[src/rtl/fetch_pkg.sv]
// fetch_pkg: widths, PC increment and fetch FSM states shared by the fetch unit.
package fetch_pkg;
   localparam int PC_W    = 16;
   localparam int INSTR_W = 32;
   localparam int PC_STEP = 4;

   typedef enum logic [1:0] {
      ST_IDLE  = 2'd0,
      ST_FETCH = 2'd1,
      ST_DRAIN = 2'd2
   } fetch_state_t;
endpackage

[src/rtl/fetch_buffer.sv]
// fetch_buffer: one-entry instruction/PC holding register between fetch and decode.
// A flush always wins; a load refills the entry even while it is being consumed.
module fetch_buffer #(
   parameter int PC_W    = fetch_pkg::PC_W,
   parameter int INSTR_W = fetch_pkg::INSTR_W
) (
   input  logic               clk,
   input  logic               rst_n,
   input  logic               load,
   input  logic               flush,
   input  logic               ready,
   input  logic [INSTR_W-1:0] instr_in,
   input  logic [PC_W-1:0]    pc_in,
   input  logic [PC_W-1:0]    pc_plus4_in,
   output logic               valid,
   output logic [INSTR_W-1:0] instr,
   output logic [PC_W-1:0]    pc,
   output logic [PC_W-1:0]    pc_plus4
);

   // valid: flush, then refill, then consumption by decode
   always_ff @(posedge clk) begin
      if (!rst_n)      valid <= 1'b0;
      else if (flush)  valid <= 1'b0;
      else if (load)   valid <= 1'b1;
      else if (ready)  valid <= 1'b0;
   end

   // payload changes only on a refill, so it is stable while decode stalls
   always_ff @(posedge clk) begin
      if (!rst_n) begin
         instr    <= '0;
         pc       <= '0;
         pc_plus4 <= '0;
      end else if (load && !flush) begin
         instr    <= instr_in;
         pc       <= pc_in;
         pc_plus4 <= pc_plus4_in;
      end
   end

endmodule

[src/rtl/pc_fetch_unit.sv]
// pc_fetch_unit: sequential instruction fetch with redirect and request draining.
// Build option: define FETCH_ALIGN_CHECK_EN to get a sticky misaligned-redirect flag;
// otherwise target bits [1:0] are dropped silently and fetch_misalign is 0.
//
// state    | meaning
// ---------+---------------------------------------------------------------
// ST_IDLE  | after reset; loads RESET_PC and moves on, redirects ignored
// ST_FETCH | issuing requests at pc, loading acked data into the buffer
// ST_DRAIN | redirect arrived with a request in flight; wait for its ack,
//          | drop the data, then resume at the pending target
module pc_fetch_unit #(
   parameter int              PC_W     = fetch_pkg::PC_W,
   parameter int              INSTR_W  = fetch_pkg::INSTR_W,
   parameter logic [PC_W-1:0] RESET_PC = PC_W'(16'h0000)
) (
   input  logic               clk,
   input  logic               rst_n,
   output logic               imem_req,
   output logic [PC_W-1:0]    imem_addr,
   input  logic               imem_ack,
   input  logic [INSTR_W-1:0] imem_rdata,
   output logic               if_valid,
   input  logic               if_ready,
   output logic [INSTR_W-1:0] if_instr,
   output logic [PC_W-1:0]    if_pc,
   output logic [PC_W-1:0]    if_pc_plus4,
   input  logic               redirect_valid,
   input  logic [PC_W-1:0]    redirect_target,
   output logic               fetch_misalign
);
   import fetch_pkg::*;

   fetch_state_t    state, state_nxt;
   logic [PC_W-1:0] pc, pc_nxt, tgt, tgt_nxt;
   logic [PC_W-1:0] pc_inc, redirect_aligned;
   logic            outstanding, outstanding_nxt;
   logic            redirect_take, ack_take, buf_load;

   assign redirect_aligned = redirect_target & ~PC_W'(3);
   assign pc_inc           = pc + PC_W'(PC_STEP);
   assign redirect_take    = redirect_valid && (state != ST_IDLE);

   // a raised request is held until acked, regardless of decode or redirect
   assign imem_req  = outstanding ||
                      ((state == ST_FETCH) && (!if_valid || if_ready) && !redirect_valid);
   assign imem_addr = pc;
   assign ack_take  = imem_req && imem_ack;
   assign buf_load  = ack_take && (state == ST_FETCH) && !redirect_valid;

   // state, pc, pending redirect target and in-flight flag
   always_ff @(posedge clk) begin
      if (!rst_n) begin
         state       <= ST_IDLE;
         pc          <= RESET_PC;
         tgt         <= '0;
         outstanding <= 1'b0;
      end else begin
         state       <= state_nxt;
         pc          <= pc_nxt;
         tgt         <= tgt_nxt;
         outstanding <= outstanding_nxt;
      end
   end

   // next-state: redirect first, then ack, then holding a fresh request
   always_comb begin
      state_nxt       = state;
      pc_nxt          = pc;
      tgt_nxt         = tgt;
      outstanding_nxt = outstanding;
      case (state)
         ST_IDLE: begin
            state_nxt       = ST_FETCH;
            pc_nxt          = RESET_PC;
            outstanding_nxt = 1'b0;
         end
         ST_FETCH: begin
            if (redirect_valid) begin
               if (outstanding && !imem_ack) begin
                  state_nxt = ST_DRAIN;
                  tgt_nxt   = redirect_aligned;
               end else begin
                  pc_nxt          = redirect_aligned;
                  outstanding_nxt = 1'b0;
               end
            end else if (ack_take) begin
               pc_nxt          = pc_inc;
               outstanding_nxt = 1'b0;
            end else if (imem_req) begin
               outstanding_nxt = 1'b1;
            end
         end
         ST_DRAIN: begin
            if (redirect_valid) tgt_nxt = redirect_aligned;
            if (imem_ack) begin
               state_nxt       = ST_FETCH;
               pc_nxt          = redirect_valid ? redirect_aligned : tgt;
               outstanding_nxt = 1'b0;
            end
         end
         default: state_nxt = ST_IDLE;
      endcase
   end

   fetch_buffer #(
      .PC_W    (PC_W),
      .INSTR_W (INSTR_W)
   ) u_buffer (
      .clk         (clk),
      .rst_n       (rst_n),
      .load        (buf_load),
      .flush       (redirect_take),
      .ready       (if_ready),
      .instr_in    (imem_rdata),
      .pc_in       (pc),
      .pc_plus4_in (pc_inc),
      .valid       (if_valid),
      .instr       (if_instr),
      .pc          (if_pc),
      .pc_plus4    (if_pc_plus4)
   );

`ifdef FETCH_ALIGN_CHECK_EN
   // sticky until reset once any accepted redirect is misaligned
   always_ff @(posedge clk) begin
      if (!rst_n)
         fetch_misalign <= 1'b0;
      else if (redirect_take && (redirect_target[1:0] != 2'b00))
         fetch_misalign <= 1'b1;
   end
`else
   assign fetch_misalign = 1'b0;
`endif

endmodule

[config.mk]
export PLATFORM = sky130hd
export DESIGN_NAME = pc_fetch_unit
export DESIGN_NICKNAME = d
export VERILOG_FILES = /design/src/rtl/fetch_pkg.sv /design/src/rtl/fetch_buffer.sv /design/src/rtl/pc_fetch_unit.sv
export SDC_FILE = /design/constraint.sdc
export NUM_CORES = 1
export LEC_CHECK = 0
export CORE_MARGIN = 2
export CORE_UTILIZATION = 42
export CTS_CLUSTER_DIAMETER = 40
export DETAILED_ROUTE_END_ITERATION = 16
export PLACE_DENSITY = 0.81
export SYNTH_ARGS = -nofsm -noshare
export SYNTH_HDL_FRONTEND = slang
export SYNTH_SLANG_ARGS = --single-unit
[constraint.sdc]
create_clock -name clk -period 1.7 [get_ports clk]
set_input_delay 0.34 -clock clk [delete_from_list [all_inputs] [get_ports clk]]
set_output_delay 0.34 -clock clk [all_outputs]
set_load 0.02 [all_outputs]
==> results.txt, run 1 <==
- Summed over all cells, the static leakage comes to around 3.2 nW.
* Maximum number of pins on one net before global-route repair: 84
* Achievable Freq: about 0.57 GHz
* Overall via count from detail_route: about 4200
- In this run the core area contains 37 standard-cell rows.
- Deepest level of the CTS H-tree: 3
* Largest driver fanout on the critical path: 2
- Skew final: ~0.015 ns
* Net Sw Frac: approximately 33%
- Measured along the x axis, the die boundary spans approximately 110 um.
- Once placement completed, the tool counted placed cells totaling between 700 and 800.
* Die boundary height: between 100 and 150 um
- 0 antenna diodes ended up in the layout.
* Library cells used by synthesis: a little under 50
- Arrival time worst endpoint: around 1.4 ns
- At the placement stage, the worst setup path has a slack of -0.379 ns.
- The critical path is of the reg2out type.
- Pwr/cell area: roughly 1100 nW/um^2
* Sequential fraction of design power: 35.9%
- DIE AREA: ~11000 um^2
* Number of flops mapped to enable cells by yosys: 0
- Clock latency on the worst-skew pair, taken at its later pin, is around 0.38 ns.
- For this design, the sink count on the clock tree is 98.
* Global Route Usage Sum: 20.6%
* Clock power frac: between 20 and 25%
* Non-filler cells, final: just over 800
- Unrepaired setup endpoints after global routing: true
- Number of remaining DRC errors: 0
* Top-level I/O count: 136
* Share of cells above drive strength 1: 18.0%
- The clock passes through at most 2 buffers.
* Data required time at the worst endpoint: ~1.4 ns
- The tightest min-delay check is of the reg2reg type.
- Routability congestion estimate from global placement: 0.922
- The routed design has about 13000 um of wire.
- The first global-routing pass estimated around 19000 um of wire.
- Via count of the first global-routing pass: about 3900
* Violated checks: negative setup slack
* Combinational share of power: 39.7%
- Smallest setup slack after layout: -0.0691 ns
- The synthesized design contains between 90 and 100 register bits.
- In the synthesized netlist, the number of instances is between 400 and 500.
- Placeable core region: 10200 um^2
- The routed design could run at a clock period as short as ~1.8 ns.
* Crit end category: output pin
* Detail Placement HPWL: about 8400 um
* Post-CTS clock slew at the launch and capture registers of the worst setup and hold paths: roughly 0.09 ns
* Count of maximum capacitance violations: 0
- Detail Route Antenna Nets: 0
- Final hold violation count: 0
- Summed over all failing endpoints, the final setup total negative slack is -0.267 ns.
* Most frequent cells after synthesis: sky130_fd_sc_hd__nand2_1, sky130_fd_sc_hd__dfxtp_1, sky130_fd_sc_hd__a21boi_0
- Post-synth design cell area: between 4000 and 5000 um^2
- For this run, the number of Yosys warnings is 0.
* Starting density of the core: between 40 and 50%
* Power spent charging and discharging nets: around 2.5 mW
* Internal power of the cells: 5.15 mW
* Number of antenna violations at the first check in global routing: 0
* Fraction of synthesized cell area taken by the top area cell type: a little under half
- The flow ran to the end, but the final reports show violations.
- Design Area, Final: between 6000 and 7000 um^2
* Number of port buffers: around 130
* Share of synthesized registers carrying an async set or reset: 0%
* Initial DRC count: ~420
- The first detailed-routing pass ran for 6 iterations.
* Most frequently used cell type in the post-synthesis netlist: sky130_fd_sc_hd__nand2_1
- A synthesized cell averages around 8.7 um^2.
- Buffers inserted during clock tree synthesis total 9.
- Sequential area share after synthesis: a little under half
- Layout Nets: 726
- The number of nets in the synthesized netlist is ~560.
- Once placement finished, the instance area stood at ~6000 um^2.
* Top post-synthesis cells by area: sky130_fd_sc_hd__dfxtp_1, sky130_fd_sc_hd__nand2_1, sky130_fd_sc_hd__a21boi_0, sky130_fd_sc_hd__a21boi_1, sky130_fd_sc_hd__mux2i_1
- Clock tree root buffer cell: sky130_fd_sc_hd__clkbuf_8
- The worst setup path is launched from a flip-flop.
- Dominant register cell in the synthesized netlist: sky130_fd_sc_hd__dfxtp_1
* Max VDD drop: 0.798 mV
* Final worst-path cycle share: 104%
- TritonCTS built the clock tree.
* Routed wire length per instance: between 15 and 20 um
* Avg Vias per Cell: around 5.2
- Final worst hold slack: about 0.46 ns
* Finish-stage setup viols: 7
- Post-synthesis cell type with the largest combined area: sky130_fd_sc_hd__dfxtp_1
* Global route total overflow: 0
- Layout area overhead: 56.3%
- The max-slew violation count came to 0.
## metrics by stage
step / util, % / total power [mW]
floorplan: - / 4.33
global placement: 59.5 / 5.32
detailed placement: 59.5 / 5.40
CTS: 62.0 / 7.28
global route: 66.7 / 8.04
finish: 66.7 / 7.67
## power by group through the flow
stage	Sequential, mW	Combinational, mW	Clock [mW]
2_1_floorplan	2.97	1.36	0
4_1_cts	2.74	2.64	1.90
6_report	2.76	3.05	1.87
3_5_place_dp	2.79	2.61	0
3_3_place_gp	2.77	2.54	0
5_1_grt	2.80	3.24	2.00
## per-layer routing
metal	wire length, um	up-vias	GRT usage [%]
li1	-	2035	-
met1	5770	2005	25.5
met2	6800	146	35.8
met3	647	24	2.35
met4	267	0	9.40
met5	0	-	0
## kinds of logic (layout without fill, tap and decap cells)
family                   after synthesis  after routing  synth area share [%]
AND/OR/NAND/NOR                      196            197                  20.8
flip-flops                            98             98                  45.1
AO/OA/AOI/OAI                        123            124                  20.3
XOR/XNOR                              12             12                  2.42
adder cells (fa/ha/maj)                7              7                  2.01
buffers and inverters                 47            218                  6.01
multiplexers                          14             14                  3.22
other                                  1              1                0.0862
## layout make-up
class | instances | area [um^2]
fillers | 809 | 3390
inverters | 8 | 30.0
repair buffers | 194 | 2050
clock inverters | 4 | 97.6
multi-input cells | 355 | 2330
well taps | 136 | 170
clock buffers | 12 | 155
flip-flops and latches | 98 | 1970
## worst max-delay path, stage by stage (launching register included)
cell and delay [ns]:
sky130_fd_sc_hd__dfxtp_2 0.34, sky130_fd_sc_hd__inv_2 0.05, sky130_fd_sc_hd__ha_4 0.15, sky130_fd_sc_hd__and2b_2 0.19, sky130_fd_sc_hd__a21o_1 0.19, sky130_fd_sc_hd__buf_6 0.13
## state kept, by name, indices dropped and copies added, names as in the netlist
register and cells:
u_buffer.instr 32, imem_addr 16, tgt 16, u_buffer.pc_plus4 16
u_buffer.pc 14, state 2, outstanding 1, u_buffer.valid 1
## what timing repair did
item / 4_1_cts / 5_1_grt
gates cloned: 0 / 11
resized for setup: 31 / 98
hold buffers: 0 / 0
setup endpoints to repair: 40 / 89
setup buffers: 0 / 6
pin swaps: 0 / 23
## placed cells by master, fill, tap and decap left out, types with 4 or more instances in the layout
cell type | Yosys | layout
sky130_fd_sc_hd__nand2_1 | 109 | 103
sky130_fd_sc_hd__dfxtp_1 | 98 | 96
sky130_fd_sc_hd__clkdlybuf4s50_1 | 0 | 77
sky130_fd_sc_hd__a21boi_1 | 23 | 48
sky130_fd_sc_hd__buf_4 | 7 | 40
sky130_fd_sc_hd__dlymetal6s2s_1 | 0 | 33
sky130_fd_sc_hd__nor2_1 | 26 | 22
sky130_fd_sc_hd__dlygate4sd2_1 | 0 | 20
sky130_fd_sc_hd__nor2b_1 | 18 | 18
sky130_fd_sc_hd__a21oi_1 | 16 | 15
sky130_fd_sc_hd__mux2i_1 | 14 | 14
sky130_fd_sc_hd__clkbuf_8 | 0 | 11
sky130_fd_sc_hd__buf_6 | 6 | 11
sky130_fd_sc_hd__a22o_1 | 9 | 9
sky130_fd_sc_hd__xnor2_1 | 9 | 9
sky130_fd_sc_hd__and3_1 | 8 | 7
sky130_fd_sc_hd__o21ai_0 | 7 | 7
sky130_fd_sc_hd__inv_1 | 8 | 6
sky130_fd_sc_hd__o22ai_1 | 7 | 6
sky130_fd_sc_hd__o21ai_1 | 6 | 6
sky130_fd_sc_hd__buf_12 | 0 | 6
sky130_fd_sc_hd__nand2_2 | 0 | 5
sky130_fd_sc_hd__nand4_1 | 5 | 5
sky130_fd_sc_hd__a222oi_1 | 5 | 5
sky130_fd_sc_hd__nor3b_1 | 6 | 5
sky130_fd_sc_hd__clkbuf_16 | 0 | 5
sky130_fd_sc_hd__nand2b_1 | 4 | 4
sky130_fd_sc_hd__nand3_1 | 4 | 4
## worst paths after layout
path                         from               to  slack (ns)  depth (start not counted)
setup / recovery         state[1]         imem_req       -0.07                          5
hold / removal    u_buffer.pc[12]  u_buffer.pc[12]        0.46                          2
setup reg to reg         state[1]     imem_addr[9]       -0.06                          9
hold reg to reg   u_buffer.pc[12]  u_buffer.pc[12]        0.46                          2
Power figures use the tool's default switching activity.
==> run 2: changes to the inputs <==
--- a/config.mk
+++ b/config.mk
@@ -5,11 +5,12 @@
 export SDC_FILE = /design/constraint.sdc
 export NUM_CORES = 1
 export LEC_CHECK = 0
+export CORE_ASPECT_RATIO = 1.1
 export CORE_MARGIN = 2
-export CORE_UTILIZATION = 42
+export CORE_UTILIZATION = 45
 export CTS_CLUSTER_DIAMETER = 40
 export DETAILED_ROUTE_END_ITERATION = 16
-export PLACE_DENSITY = 0.81
+export PLACE_DENSITY = 0.83
 export SYNTH_ARGS = -nofsm -noshare
 export SYNTH_HDL_FRONTEND = slang
 export SYNTH_SLANG_ARGS = --single-unit
==> constraint.sdc (replaced) <==
create_clock -name clk -period 1.8 [get_ports clk]
set_input_delay 0.36 -clock clk [delete_from_list [all_inputs] [get_ports clk]]
set_output_delay 0.36 -clock clk [all_outputs]
set_load 0.02 [all_outputs]
==> run 2 against run 1 <==
The run still ends with negative setup slack left. Core utilization down 0.20 points. Critical path depth increased by 2. Clock skew is 0.0078 ns lower. Cell area is 8.0% lower. Count of clock-buffer cells in the layout shrank 2. Sequential cell count is the same.
==> results.txt, run 2 (same netlist as run 1, synthesis figures left out) <==
- The total DRC errors in the routed layout is 0 (unchanged).
- The total routed wirelength was 11600 um (was 13500 um).
- The clock sink count is 98 (unchanged).
- The count of endpoints failing hold in the final timing report came to 0 (unchanged).
- Initial DRC count: 285 (was 418)
- The half-perimeter wire length after detailed placement was 8410 um (was 8430 um).
- Cell at the slowest stage of the critical path: sky130_fd_sc_hd__dfxtp_4 (was sky130_fd_sc_hd__dfxtp_2)
* Placeable core region: 9400 um^2 (was 10200 um^2)
- Crit path cell chain: buf_4, ha_1, o21bai_2, buf_4, nor3_4, a31oi_1, o22ai_1 (was inv_2, ha_4, and2b_2, a21o_1, buf_6)
* CTS tree: yes (unchanged)
- Net Sw Frac: 33.7% (was 32.9%)
* Routability congestion estimate from global placement: 0.884 (was 0.922)
- The die width was 97.7 um (was 106 um).
- Kind of critical path: reg2reg (was reg2out)
- DIE AREA: 10500 um^2 (was 11200 um^2)
* Smallest setup slack after layout: -0.00524 ns (was -0.0691 ns)
- The endpoint class of the critical path is a flip-flop (was output pin).
- The final routed wire length divided by cell count was 15.1 um (was 16.7 um).
* Filler cell count: 749 (was 809)
* Top cell by count, worst path: sky130_fd_sc_hd__buf_4
- The largest fanout on the critical path is 5 (was 2).
- Top reg by flops: u_buffer.instr (unchanged)
- The via total after detailed routing is 4035 (was 4210).
- The first-pass GRT wire length came to 18200 um (was 18600 um).
- The max-cap check violation count is 0 (unchanged).
* Leading cell type in the layout, fill and taps excluded: sky130_fd_sc_hd__clkdlybuf4s50_1 (was sky130_fd_sc_hd__nand2_1)
* Max FFs per register: 32 (unchanged)
- Worst stage delay on the critical path: 0.37 ns (was 0.34 ns)
- Final worst hold slack: 0.456 ns (was 0.455 ns)
* Layout Nets: 707 (was 726)
* Layout area overhead: 43.8% (was 56.3%)
- Die boundary height: 107 um (was 106 um)
- The root buffer cell was sky130_fd_sc_hd__clkbuf_8 (unchanged).
- Sequential fraction of design power: 40.1% (was 35.9%)
- Outcome: finished with violations (unchanged)
* Non-filler cells, final: 768 (was 807)
* Total power consumption of the routed design: 6.55 mW (was 7.67 mW)
* Total placed cells including tap cells: 749 (was 774)
- Top-level I/O count: 136 (unchanged)
- The global-route usage over all layers came to 21.5% (was 20.6%).
- CTS Buf Count: 9 (unchanged)
- The hold-fix buffer count after cts is 0 (unchanged).
* Via count of the first global-routing pass: 3710 (was 3862)
* Detail Route Antenna Nets: 0 (unchanged)
- Number of pins with negative max-slew slack in the final report: 0 (unchanged)
- Number of buffers between clock root and the deepest sink: 2 (unchanged)
- Counting I/O delays and the setup requirement, the final critical path takes ~1.8 ns.
- The total congestion overflow was 0 (unchanged).
- The register area was 1970 um^2 (unchanged).
- Commonest cells after routing, fill and taps aside: sky130_fd_sc_hd__clkdlybuf4s50_1, sky130_fd_sc_hd__nand2_1, sky130_fd_sc_hd__dfxtp_1 (was sky130_fd_sc_hd__nand2_1, sky130_fd_sc_hd__dfxtp_1, sky130_fd_sc_hd__clkdlybuf4s50_1)
* Deepest level of the CTS H-tree: 3 (unchanged)
* Max VDD drop: 0.673 mV (was 0.798 mV)
- Share of cells above drive strength 1: 12.9% (was 18.0%)
- Aggregate negative setup slack: -0.00524 ns (was -0.267 ns)
* Leakage Power: 2.41 nW (was 3.21 nW)
- Data required time at the worst endpoint: 2.09 ns (was 1.36 ns)
- Unrepaired setup endpoints after global routing: true (unchanged)
* Area used by multi-input combinational logic: 2200 um^2 (was 2330 um^2)
- Clock insertion delay at the later pin of the skew report: 0.37 ns (was 0.38 ns)
* Internal power of the cells: 4.34 mW (was 5.15 mW)
* Avg Vias per Cell: 5.25 (was 5.22)
- The number of core rows is 37 (unchanged).
* CP Launch Type: flip-flop (unchanged)
- First-pass detailed-route iteration total: 6 (unchanged)
* Pwr/cell area: 1050 nW/um^2 (was 1130 nW/um^2)
* Violated checks: negative setup slack (unchanged)
- Combinational share of power: 38.4% (was 39.7%)
* Number of port buffers: 132 (unchanged)
- The power spent charging and discharging nets came to 2.21 mW (was 2.52 mW).
- Maximum number of pins on one net before global-route repair: 44 (was 84)
* Skew final: 0.00738 ns (was 0.0152 ns)
- Finish-stage setup viols: 1 (was 7)
* Starting density of the core: 46.3% (was 42.7%)
- After layout, the worst path uses 100% of the clock period.
* Number of antenna violations at the first check in global routing: 0 (unchanged)
* Arrival time worst endpoint: 2.09 ns (was 1.43 ns)
- Achievable Freq: 0.554 GHz
- Clock power frac: 21.4% (was 24.4%)
* ANT cells: 0 (unchanged)
- Class of the most critical hold timing path: reg2reg (unchanged)
- The clock transition at the registers of the reported paths came to 0.09 ns (about the same).
## run 2: stage by stage
| step | cell area (um^2) | util (%) | setup slack [ns] |
|---|---|---|---|
| after global routing | 6250 | 66.5 | -0.0542 |
| after global placement | 5960 | 63.4 | -0.313 |
| final | 6250 | 66.5 | -0.00524 |
| after floorplan | 4350 | - | 0.0107 |
| after CTS | 6140 | 65.3 | -0.0322 |
| after detailed placement | 5960 | 63.4 | -0.365 |
## run 2: area by class of cell
cell class / count / area share (%)
Multi-Input combinational cell: 354 / 35.3
Sequential cell: 98 / 31.5
Timing Repair Buffer: 176 / 27.4
Tap cell: 117 / 2.34
Clock buffer: 10 / 2.20
Clock inverter: 5 / 0.880
Inverter: 8 / 0.480
## run 2: power groups by stage
stage	Clock, mW	Sequential, mW	Combinational, mW
6_report	1.40	2.63	2.52
3_5_place_dp	0	2.66	2.35
3_3_place_gp	0	2.65	2.29
2_1_floorplan	0	2.80	1.22
4_1_cts	1.43	2.61	2.34
5_1_grt	1.54	2.66	2.70
## run 2: repair_timing
item,4_1_cts,5_1_grt
hold endpoints to repair,0,0
cloned,0,1
gates resized for setup,16,24
buffers inserted,0,3
setup endpoints to repair,22,44
pin swaps,0,5
## run 2: critical path: cells and delay by family, from the launching register on
kind,cells,cell delay [ns]
adders and majority gates,1,0.25
buffers and inverters,2,0.31
AOI/OAI and AO/OA,3,0.57
DFF,1,0.37
and+or+nand+nor,1,0.23
## run 2: final timing paths
kind         slack (ns)  depth (start not counted)          startpoint                 end
max              -0.005                          7            state[0]       imem_addr[11]
min                0.46                          2  u_buffer.instr[18]  u_buffer.instr[18]
max reg2reg      -0.005                          7            state[0]       imem_addr[11]
min reg2reg        0.46                          2  u_buffer.instr[18]  u_buffer.instr[18]
## run 2: per-layer routing
metal	wire (um)	track usage [%]	share of wire, %	vias up
li1	-	-	-	1988
met1	4970	26.9	43	1890
met2	5750	36.3	50	135
met3	577	3.06	5.0	22
met4	308	10.9	2.7	0
met5	0	0	0	-
==> run 3: changes to the inputs <==
--- a/config.mk
+++ b/config.mk
@@ -6,11 +6,11 @@
 export NUM_CORES = 1
 export LEC_CHECK = 0
 export CORE_ASPECT_RATIO = 1.1
-export CORE_MARGIN = 2
 export CORE_UTILIZATION = 45
 export CTS_CLUSTER_DIAMETER = 40
 export DETAILED_ROUTE_END_ITERATION = 16
 export PLACE_DENSITY = 0.83
+export SLEW_MARGIN = 20
 export SYNTH_ARGS = -nofsm -noshare
 export SYNTH_HDL_FRONTEND = slang
 export SYNTH_SLANG_ARGS = --single-unit
==> run 3 against run 2 <==
The flow still finishes with violations (negative setup slack). Fmax about the same. Cell count increased by 1.2%. Combinational power increased by 4%. Die area decreased by 3.9%. Worst setup slack about the same. Count of clock-buffer cells in the layout unchanged. Wire length increased by 3.6%. Sequential share of layout area decreased by 0.60 points. Global-route usage increased by 2.4 points.
==> results.txt, run 3 (same netlist as run 1, synthesis figures left out) <==
- End point of the most critical hold path: u_buffer.instr[19] (was u_buffer.instr[18])
- CP Launch Type: flip-flop (unchanged)
- The startpoint of the tightest hold check path is u_buffer.instr[19] (was u_buffer.instr[18]).
* Reg-to-Reg End: imem_addr[10] (was imem_addr[11])
- The CTS tree was yes (unchanged).
* Finish-stage setup viols: 1 (unchanged)
- The initial antenna violation count was 0 (unchanged).
- The largest voltage drop on the vdd net came to 0.699 mV (was 0.673 mV).
* Global Route Usage Sum: 23.9% (was 21.5%)
* Skew final: 0.00849 ns (was 0.00738 ns)
* Smallest setup slack after layout: -0.00541 ns (was -0.00524 ns)
- The area of placed instances was 6060 um^2 (was 5960 um^2).
- The worst reg-to-reg path cell count is 6 (was 7).
- The area growth from synthesis to final layout was 46.4% (was 43.8%).
- The setup total negative slack came to -0.00541 ns (was -0.00524 ns).
* Final worst-path cycle share: 100% (about the same)
- The maximum clock rate is 0.554 GHz (about the same).
- Final worst hold slack: 0.459 ns (was 0.456 ns)
* Overall via count from detail_route: 4150 (was 4035)
- Commonest cells after routing, fill and taps aside: sky130_fd_sc_hd__clkdlybuf4s50_1, sky130_fd_sc_hd__nand2_1, sky130_fd_sc_hd__dfxtp_1 (unchanged)
- The post-detailed-route count of antenna-violating nets came to 0 (unchanged).
- DIE AREA: 10100 um^2 (was 10500 um^2)
* Largest driver fanout on the critical path: 9 (was 5)
- Reg-to-reg setup timing slack: -0.005 ns (about the same)
- The core outline area came to 9350 um^2 (was 9400 um^2).
- Unrepaired setup endpoints after global routing: true (unchanged)
- The count of endpoints failing hold in the final timing report is 0 (unchanged).
- The number of nets at the end of the flow is 715 (was 707).
- The maximum root-to-sink buffer count came to 2 (unchanged).
- First-pass detailed-route iteration total: 5 (was 6)
- The slowest stage cell on the critical path was sky130_fd_sc_hd__or3_4 (was sky130_fd_sc_hd__dfxtp_4).
- Worst stage delay on the critical path: 0.48 ns (was 0.37 ns)
* Number of pins with negative max-slew slack in the final report: 0 (unchanged)
- The post-layout minimum cycle time was 1.81 ns (about the same).
- Initial DRC count: 302 (was 285)
- Class of the most critical hold timing path: reg2reg (unchanged)
* Crit end category: flip-flop (unchanged)
* Total Routed Length: 12000 um (was 11600 um)
- Design Area, Final: 6370 um^2 (was 6250 um^2)
- The half-perimeter wire length after detailed placement is 8620 um (was 8410 um).
- The die width is 95.7 um (was 97.7 um).
- Top reg by flops: u_buffer.instr (unchanged)
- The leading cell type in the layout, fill and taps excluded is sky130_fd_sc_hd__clkdlybuf4s50_1 (unchanged).
- The origin of the critical flop-to-flop path is state[1] (was state[0]).
- The total congestion overflow was 0 (unchanged).
- Data required time at the worst endpoint: 2.08 ns (was 2.09 ns)
- The total number of H-tree levels came to 3 (unchanged).
- The number of vias per cell after detailed routing was 5.34 (was 5.25).
* Pwr/cell area: 1060 nW/um^2 (was 1050 nW/um^2)
- Clock insertion delay at the later pin of the skew report: 0.37 ns (about the same)
- The hold-fix buffer count after cts was 0 (unchanged).
- The maximum number of pins on one net before global-route repair was 49 (was 44).
- The diode insertion count for antenna repair was 0 (unchanged).
- Violated checks: negative setup slack (unchanged)
* Via count of the first global-routing pass: 4068 (was 3710)
- The count of pins on the block boundary is 136 (unchanged).
- Total power consumption of the routed design: 6.75 mW (was 6.55 mW)
- Post-layout utilization of the core: 68.1% (was 66.5%)
- The flip-flop count of the largest register, all copies and words added came to 32 (unchanged).
* Std-Cell Rows: 37 (unchanged)
- The cell count of the worst hold path came to 2 (unchanged).
* Die boundary height: 105 um (was 107 um)
- The clock sink count is 98 (unchanged).
- The category of the critical setup timing path is reg2reg (unchanged).
- Crit path cell chain: buf_4, ha_2, a31oi_1, o21bai_2, or3_4, o21ai_0 (was buf_4, ha_1, o21bai_2, buf_4, nor3_4, a31oi_1, o22ai_1)
- The final routed wire length divided by cell count was 15.5 um (was 15.1 um).
- Outcome: finished with violations (unchanged)
* Count of maximum capacitance violations: 0 (unchanged)
* Arrival time worst endpoint: 2.09 ns (about the same)
* CTS Buf Count: 9 (unchanged)
* Global-route wire length before repair: 18800 um (was 18200 um)
- The final weighted congestion in routability-driven placement came to 0.925 (was 0.884).
- Number of port buffers: 132 (unchanged)
- Share of cells above drive strength 1: 14.5% (was 12.9%)
- The root buffer cell is sky130_fd_sc_hd__clkbuf_8 (unchanged).
- Starting density of the core: 46.5% (was 46.3%)
* Post-CTS clock slew at the launch and capture registers of the worst setup and hold paths: 0.10 ns (was 0.09 ns)
- The number of filler instances in the final layout came to 722 (was 749).
- The standby leakage power is 2.48 nW (was 2.41 nW).
- The total DRC errors in the routed layout came to 0 (unchanged).
-- run 3: cell type report --
cell class | count | area, um^2 | area share [%]
Inverter | 8 | 30.0 | 0.472
Multi-Input combinational cell | 353 | 2200 | 34.6
Sequential cell | 98 | 1960 | 30.9
Clock inverter | 6 | 72.6 | 1.14
Clock buffer | 10 | 138 | 2.16
Timing Repair Buffer | 185 | 1810 | 28.5
Tap cell | 117 | 146 | 2.30
-- run 3: repair_timing --
action	4_1_cts	5_1_grt
pin swaps	0	4
setup buffers	1	1
setup endpoints to repair	30	56
endpoints found under the hold margin	0	0
gates resized for setup	19	24
-- run 3: worst max-delay path, delay by kind of cell (launching register included) --
| kind | cells | cell delay (ns) |
|---|---|---|
| fa+ha+maj | 1 | 0.18 |
| simple gates | 1 | 0.48 |
| flops | 1 | 0.34 |
| buf+inv | 1 | 0.14 |
| compound gates | 3 | 0.57 |
-- run 3: metrics by stage --
| stage | worst slack, ns | cells |
|---|---|---|
| final | -0.00541 | 777 |
| after global routing | -0.0641 | 777 |
| after CTS | -0.0126 | 776 |
| after detailed placement | -0.350 | 759 |
| after global placement | -0.309 | 759 |
| after floorplan | 0.0107 | 498 |
-- run 3: power breakdown --
group | switching, mW | internal (mW)
Clock | 0.818 | 0.698
Combinational | 1.33 | 1.30
Sequential | 0.173 | 2.44
Total | 2.32 | 4.44
-- run 3: layer usage --
layer	wire, um	GRT usage (%)
met1	5120	28.9
met4	256	10.9
met2	5880	40.3
met5	0	0
met3	751	4.59
-- run 3: worst max-delay path by stage --
stage | from | to | slack [ns] | cells after the start
floorplan | state[0] | imem_addr[7] | 0.01 | 8
detailed placement | redirect_valid | imem_addr[8] | -0.35 | 7
global placement | redirect_valid | imem_addr[8] | -0.31 | 7
finish | state[1] | imem_addr[10] | -0.005 | 6
global route | state[1] | imem_req | -0.06 | 5
CTS | state[1] | imem_req | -0.01 | 5
